**src/rtl/ocx_tlx_cfg_resp_xmt.sv**
```systemverilog
// TLX transmit-side config response FIFO with dcp1 credit gating.
// Define OCX_TLX_CFG_XMT_PARITY_EN to store and check per-word even parity.
module ocx_tlx_cfg_resp_xmt #(
    parameter int addr_width   = 6,
    parameter int crd_width    = 4,
    parameter int init_credits = 8
) (
    input  logic                  tlx_clk,
    input  logic                  reset,
    input  logic                  cfg_resp_data_v,
    input  logic [31:0]           cfg_resp_data_bus,
    output logic                  tlx_cfg_resp_rdy,
    input  logic                  rcv_xmt_tl_crd_cfg_dcp1_valid,
    output logic                  xmt_cfg_dcp1_req,
    output logic [31:0]           xmt_cfg_dcp1_data,
    input  logic                  framer_cfg_dcp1_gnt,
    output logic [addr_width:0]   cfg_fifo_count,
    output logic [crd_width-1:0]  cfg_crd_count,
    output logic                  cfg_fifo_ovf_err,
    output logic                  cfg_crd_ovf_err,
    output logic                  xmt_cfg_dcp1_perr
);

`ifdef OCX_TLX_CFG_XMT_PARITY_EN
    localparam int DW = 33;
`else
    localparam int DW = 32;
`endif
    localparam int DEPTH = 2 ** addr_width;
    localparam logic [crd_width-1:0] CRD_INIT = crd_width'(init_credits);
    localparam logic [crd_width-1:0] CRD_MAX  = '1;

    logic [DW-1:0]          mem [DEPTH];
    logic [addr_width:0]    wr_ptr;
    logic [addr_width:0]    rd_ptr;
    logic [crd_width-1:0]   crd;
    logic                   empty;
    logic                   full;
    logic                   wr_en;
    logic                   gnt_en;
    logic                   ret;
    logic [DW-1:0]          wdata;
    logic [DW-1:0]          head;
    logic [crd_width-1:0]   crd_nxt;
    logic                   crd_ovf;

    assign empty = (wr_ptr == rd_ptr);
    assign full  = (wr_ptr[addr_width] != rd_ptr[addr_width]) &&
                   (wr_ptr[addr_width-1:0] == rd_ptr[addr_width-1:0]);

    assign wr_en  = cfg_resp_data_v && !full;
    assign ret    = rcv_xmt_tl_crd_cfg_dcp1_valid;
    assign head   = mem[rd_ptr[addr_width-1:0]];

    assign xmt_cfg_dcp1_req  = !empty && (crd != '0);
    assign gnt_en            = framer_cfg_dcp1_gnt && xmt_cfg_dcp1_req;
    assign xmt_cfg_dcp1_data = head[31:0];
    assign tlx_cfg_resp_rdy  = !full;
    assign cfg_fifo_count    = wr_ptr - rd_ptr;
    assign cfg_crd_count     = crd;

`ifdef OCX_TLX_CFG_XMT_PARITY_EN
    assign wdata = {^cfg_resp_data_bus, cfg_resp_data_bus};
`else
    assign wdata = cfg_resp_data_bus;
`endif

    // Return and grant in the same cycle cancel; a return at max saturates.
    always_comb begin
        crd_nxt = crd;
        crd_ovf = 1'b0;
        if (ret && !gnt_en) begin
            if (crd == CRD_MAX) begin
                crd_ovf = 1'b1;
            end else begin
                crd_nxt = crd + 1'b1;
            end
        end else if (gnt_en && !ret) begin
            crd_nxt = crd - 1'b1;
        end
    end

    always_ff @(posedge tlx_clk) begin
        if (wr_en) begin
            mem[wr_ptr[addr_width-1:0]] <= wdata;
        end
    end

    always_ff @(posedge tlx_clk or posedge reset) begin
        if (reset) begin
            wr_ptr           <= '0;
            rd_ptr           <= '0;
            crd              <= CRD_INIT;
            cfg_fifo_ovf_err <= 1'b0;
            cfg_crd_ovf_err  <= 1'b0;
        end else begin
            if (wr_en) begin
                wr_ptr <= wr_ptr + 1'b1;
            end
            if (cfg_resp_data_v && full) begin
                cfg_fifo_ovf_err <= 1'b1;
            end
            if (gnt_en) begin
                rd_ptr <= rd_ptr + 1'b1;
            end
            if (crd_ovf) begin
                cfg_crd_ovf_err <= 1'b1;
            end
            crd <= crd_nxt;
        end
    end

`ifdef OCX_TLX_CFG_XMT_PARITY_EN
    always_ff @(posedge tlx_clk or posedge reset) begin
        if (reset) begin
            xmt_cfg_dcp1_perr <= 1'b0;
        end else if (gnt_en && ((^head[31:0]) != head[32])) begin
            xmt_cfg_dcp1_perr <= 1'b1;
        end
    end
`else
    assign xmt_cfg_dcp1_perr = 1'b0;
`endif

endmodule

```
**config.mk**
```make
export PLATFORM = sky130hd
export DESIGN_NAME = ocx_tlx_cfg_resp_xmt
export DESIGN_NICKNAME = d
export VERILOG_FILES = /design/src/rtl/ocx_tlx_cfg_resp_xmt.sv
export SDC_FILE = /design/constraint.sdc
export NUM_CORES = 2
export LEC_CHECK = 0
export ABC_AREA = 1
export BUFFER_PORTS_ARGS = -buffer_cell sky130_fd_sc_hd__buf_2
export CAP_MARGIN = 20
export CORE_MARGIN = 5
export CORE_UTILIZATION = 23
export DETAILED_ROUTE_END_ITERATION = 7
export MAX_ROUTING_LAYER = met4
export PLACE_DENSITY_LB_ADDON = 0.15
export SYNTH_ARGS = -nofsm -noshare
export SYNTH_HDL_FRONTEND = slang
export SYNTH_SLANG_ARGS = --single-unit
```
**constraint.sdc**
```tcl
create_clock -name tlx_clk -period 12.4 [get_ports tlx_clk]
set_clock_uncertainty 0.1 [all_clocks]
set_input_delay 1.24 -clock tlx_clk [delete_from_list [all_inputs] [get_ports tlx_clk]]
set_output_delay 1.24 -clock tlx_clk [all_outputs]
set_load 0.01 [all_outputs]
```
==> impl_results.md <==
- Maximum fanout count along the critical path: 124
- Critical Path Slowest Stage Cell: buf_4
- Per-cell routed wire length: 23.7 um
- Starting density of the core: 23.0%
- Post-detailed-route DRC marker count: 0
- Peak supply drop: 0.173 mV
- HPWL after detailed placement: 162000 um
- Most used DFF post-synth: edfxtp_1
- Fin. Hold Viols: 0
- Root buffer cell: clkbuf_16
- GRT met1 Usage: 21.5%
- Post-Syn Instances: 7954
- Area after DPL: 93100 um^2
- Largest delay share family, worst path: buffers and inverters
- Worst stage delay on the critical path: 850 ps
- Register-to-register setup slack: 6870 ps
- Detailed-router iteration count before antenna repair: 5
- Core footprint: 375000 um^2
- Nets: 8061
- Final-layout fill cell count: 39300
- Multi-input logic area: 20300 um^2
- Number of cells traversed by the worst register-to-register path: 10
- Result of the run: completed
- Arr. time, crit path: 5780 ps
- Placer Congestion: 0.781
- Relative area change from synthesis to final layout: 16.2%
- Total standard cell area after synthesis: 86400 um^2
- Power per cell area: 234 nW/um^2
- Sequential Power Share: 34.4%
- Comb pwr share: 37.2%
- Net Sw Power: 0.00978 W
- Clock slew at reported path FFs: 60 ps
- Die ar.: 388000 um^2
- Pin count of the biggest net entering global routing: 177
- IO Port Bufs: 83
- Total number of placement rows: 225
- Post-synth net total: 8003
- Critical path, cell by cell: inv_8, buf_4, buf_12, buf_4, nor2_1, o21ai_0, nand2_1, nand2_1, nand2_1, nor2_1, nand2_1, nand3_1, nand2_1, buf_2
- Reg2reg start: rd_ptr[2]$_DFFE_PP0P_
- Proportion of total power due to net switching: 41.6%
- Final count of negative-setup-slack endpoints: 0
- Clock Power Share: 28.4%
- GR Layer Usage met2: 25.9%
- Max-Slew Margin vs Limit: 24.1%
- # Max-Cap Violations: 0
- Most frequent cell on the critical path: nand2_1
- Post-layout min period: 7120 ps
- End of the worst register-to-register path: mem[21][20]$_DFFE_PP_
- Setup TNS after final layout: 0 ps
- Max clock buf depth: 4
- Post-route setup slack: 5280 ps
- Synth warn: 0
- Vias per std cell: 4.31
- ANT nets after route: 0
- Seq. cell area: 62000 um^2
- Vias in the first global route: 55500
- CTS H-Tree Depth: 4
- Source-to-sink clock delay at the later pin of the worst-skew pair: 920 ps
- Post-route fraction of the period consumed by the critical path: 57.4%
- Final std cell area, no fill: 100000 um^2
- Async S/R FF share, synth: 0.967%
- TritonCTS clock tree: built
- Final wirelength: 313000 um
- Total count of max-transition violations in the final report: 0
- Worst Tran Pin Value: 1140 ps
- Setup repair after global routing missed its margin: false
- Post-CTS Hold Buffers: 0
- Worst setup slack before clock tree synthesis: 6090 ps
- Total global routing overflow: 0
- Worst setup path class: reg2out
- GRT Max-Usage Layer: met2
- Static Leak: 37.6 nW
- Total track usage: 16.0%
- Post-synthesis cell type count: 29
- Initial antenna violation count: 25
- Resized cells post-CTS: 0
- Number of buffers inserted by post-CTS setup repair: 0
- First-iteration detailed-routing DRC count: 5005
- Horizontal extent of the die: 623 um
- Count of flip-flops with a built-in enable after synthesis: 2048
- Post-synthesis sequential area ratio: 71.8%
- Hold Crit Class: in2async
- Met3 Usage GRT: 1.77%
- Num ports: 85
- Worst path buffer plus inverter count: 5
- Setup crit start kind: register
- Number of vias in the routed layout: 56900
- Share of layout cells above drive strength 1: 7.88%
- Mean instance size in the synthesized netlist: 10.9 um^2
- Count of state elements after synthesis: 2068
- Crit path from: rd_ptr[1]$_DFFE_PP0P_
- CTS Sinks: 2068
- Height of the die: 623 um
- Maximum achievable frequency: 140 MHz
- Number of buffers created by CTS: 238
- First-pass GRT wire length: 437000 um
- Crit path required time: 11060 ps
- Endpoint type of the worst setup path: output pin
- Internal power: 0.0137 W
[metal layers]
layer / part of all wire [%] / wire, um / vias to the layer above
li1: - / - / 26600
met1: 46 / 144000 / 28800
met2: 47 / 148000 / 1160
met3: 4.0 / 12500 / 351
met4: 2.7 / 8310 / 0
met5: 0 / 0 / -
[cell type report]
class | instances | area share [%]
clock inverters | 139 | 0.939
inverters | 741 | 2.80
repair buffers | 247 | 1.79
clock buffers | 297 | 6.24
multi-input cells | 4716 | 20.2
flip-flops and latches | 2068 | 61.8
diodes | 10 | 0.0249
well taps | 4994 | 6.23
[per-stage QoR]
stage	total power (W)	hold slack, ps	cells	utilization (%)
after CTS	0.0239	198	13200	26.7
after detailed placement	0.0171	365	12800	24.8
final	0.0235	270	13200	26.8
after global placement	0.0172	359	12800	24.8
after floorplan	0.0130	380	7954	-
after global routing	0.0248	264	13200	26.8
[power by group through the flow]
stage	clock (W)	sequential (W)	combinational, W
detailed placement	0	0.00822	0.00892
CTS	0.00688	0.00808	0.00894
finish	0.00668	0.00808	0.00874
global route	0.00714	0.00810	0.00953
global placement	0	0.00822	0.00896
floorplan	0	0.00814	0.00484
[cells in the mapped netlist, types with 2 or more instances]
cell type / n / area share (%)
edfxtp_1: 2048 / 71
clkbuf_1: 226 / 0.98
nand2_1: 2363 / 10
nand3_1: 750 / 4.3
ha_1: 10 / 0.14
o21ai_0: 439 / 2.5
fa_1: 2 / 0.046
inv_2: 2 / 0.0087
and3_1: 5 / 0.036
inv_1: 734 / 3.2
a21oi_1: 77 / 0.45
buf_6: 3 / 0.039
buf_4: 6 / 0.052
buf_2: 132 / 0.76
dfrtp_1: 19 / 0.55
nand4_1: 6 / 0.043
clkinv_1: 5 / 0.022
or2_2: 11 / 0.080
xor2_1: 14 / 0.14
nor3_1: 3 / 0.017
o211ai_1: 55 / 0.48
nor2_1: 960 / 4.2
buf_1: 62 / 0.27
o21ai_1: 16 / 0.093
o21bai_1: 2 / 0.017
[kinds of logic after synthesis]
| family | Yosys count | share of synthesized area [%] |
|---|---|---|
| buffers and inverters | 1170 | 5.33 |
| other | 1 | 0.00434 |
| AND/OR/NAND/NOR | 4098 | 19.0 |
| flip-flops | 2068 | 71.8 |
| AO/OA/AOI/OAI | 590 | 3.59 |
| XOR/XNOR | 15 | 0.152 |
| adder cells (fa/ha/maj) | 12 | 0.191 |
[worst register-to-register path, cell delays in order, from the launching register on]
cell	delay [ps]
dfrtp_4	680
inv_6	660
ha_1	440
nand2_1	100
nor2_1	60
nand3_1	310
nand2_1	470
nor2_1	410
nand3_1	830
nor2_4	280
buf_4	730
[flip-flops by register name, indices dropped and copies added (netlist names)]
register / count
rd_ptr: 7
cfg_crd_ovf_err: 1
wr_ptr: 7
mem: 2048
cfg_crd_count: 4
cfg_fifo_ovf_err: 1
[placed cells by master, fill, tap and decap left out, types with 63 or more instances in the layout]
cell       count
clkinv_1      73
inv_1        731
nor2_1       897
nand2_1     2363
clkbuf_16    242
nand3_1      750
buf_2         82
edfxtp_1    2048
buf_4        155
nor2_4        63
o21ai_0      439
a21oi_1       77
[how the worst max path moves through the flow]
stage	slack, ps	to	depth (start not counted)
3_3_place_gp	6140	xmt_cfg_dcp1_data[11]	12
5_1_grt	4980	xmt_cfg_dcp1_data[11]	12
2_1_floorplan	7730	mem[15][0]$_DFFE_PP_	10
4_1_cts	5050	xmt_cfg_dcp1_data[11]	12
6_report	5280	xmt_cfg_dcp1_data[2]	14
3_5_place_dp	6090	xmt_cfg_dcp1_data[11]	12
Note: power is estimated with default switching activity, not from simulation.
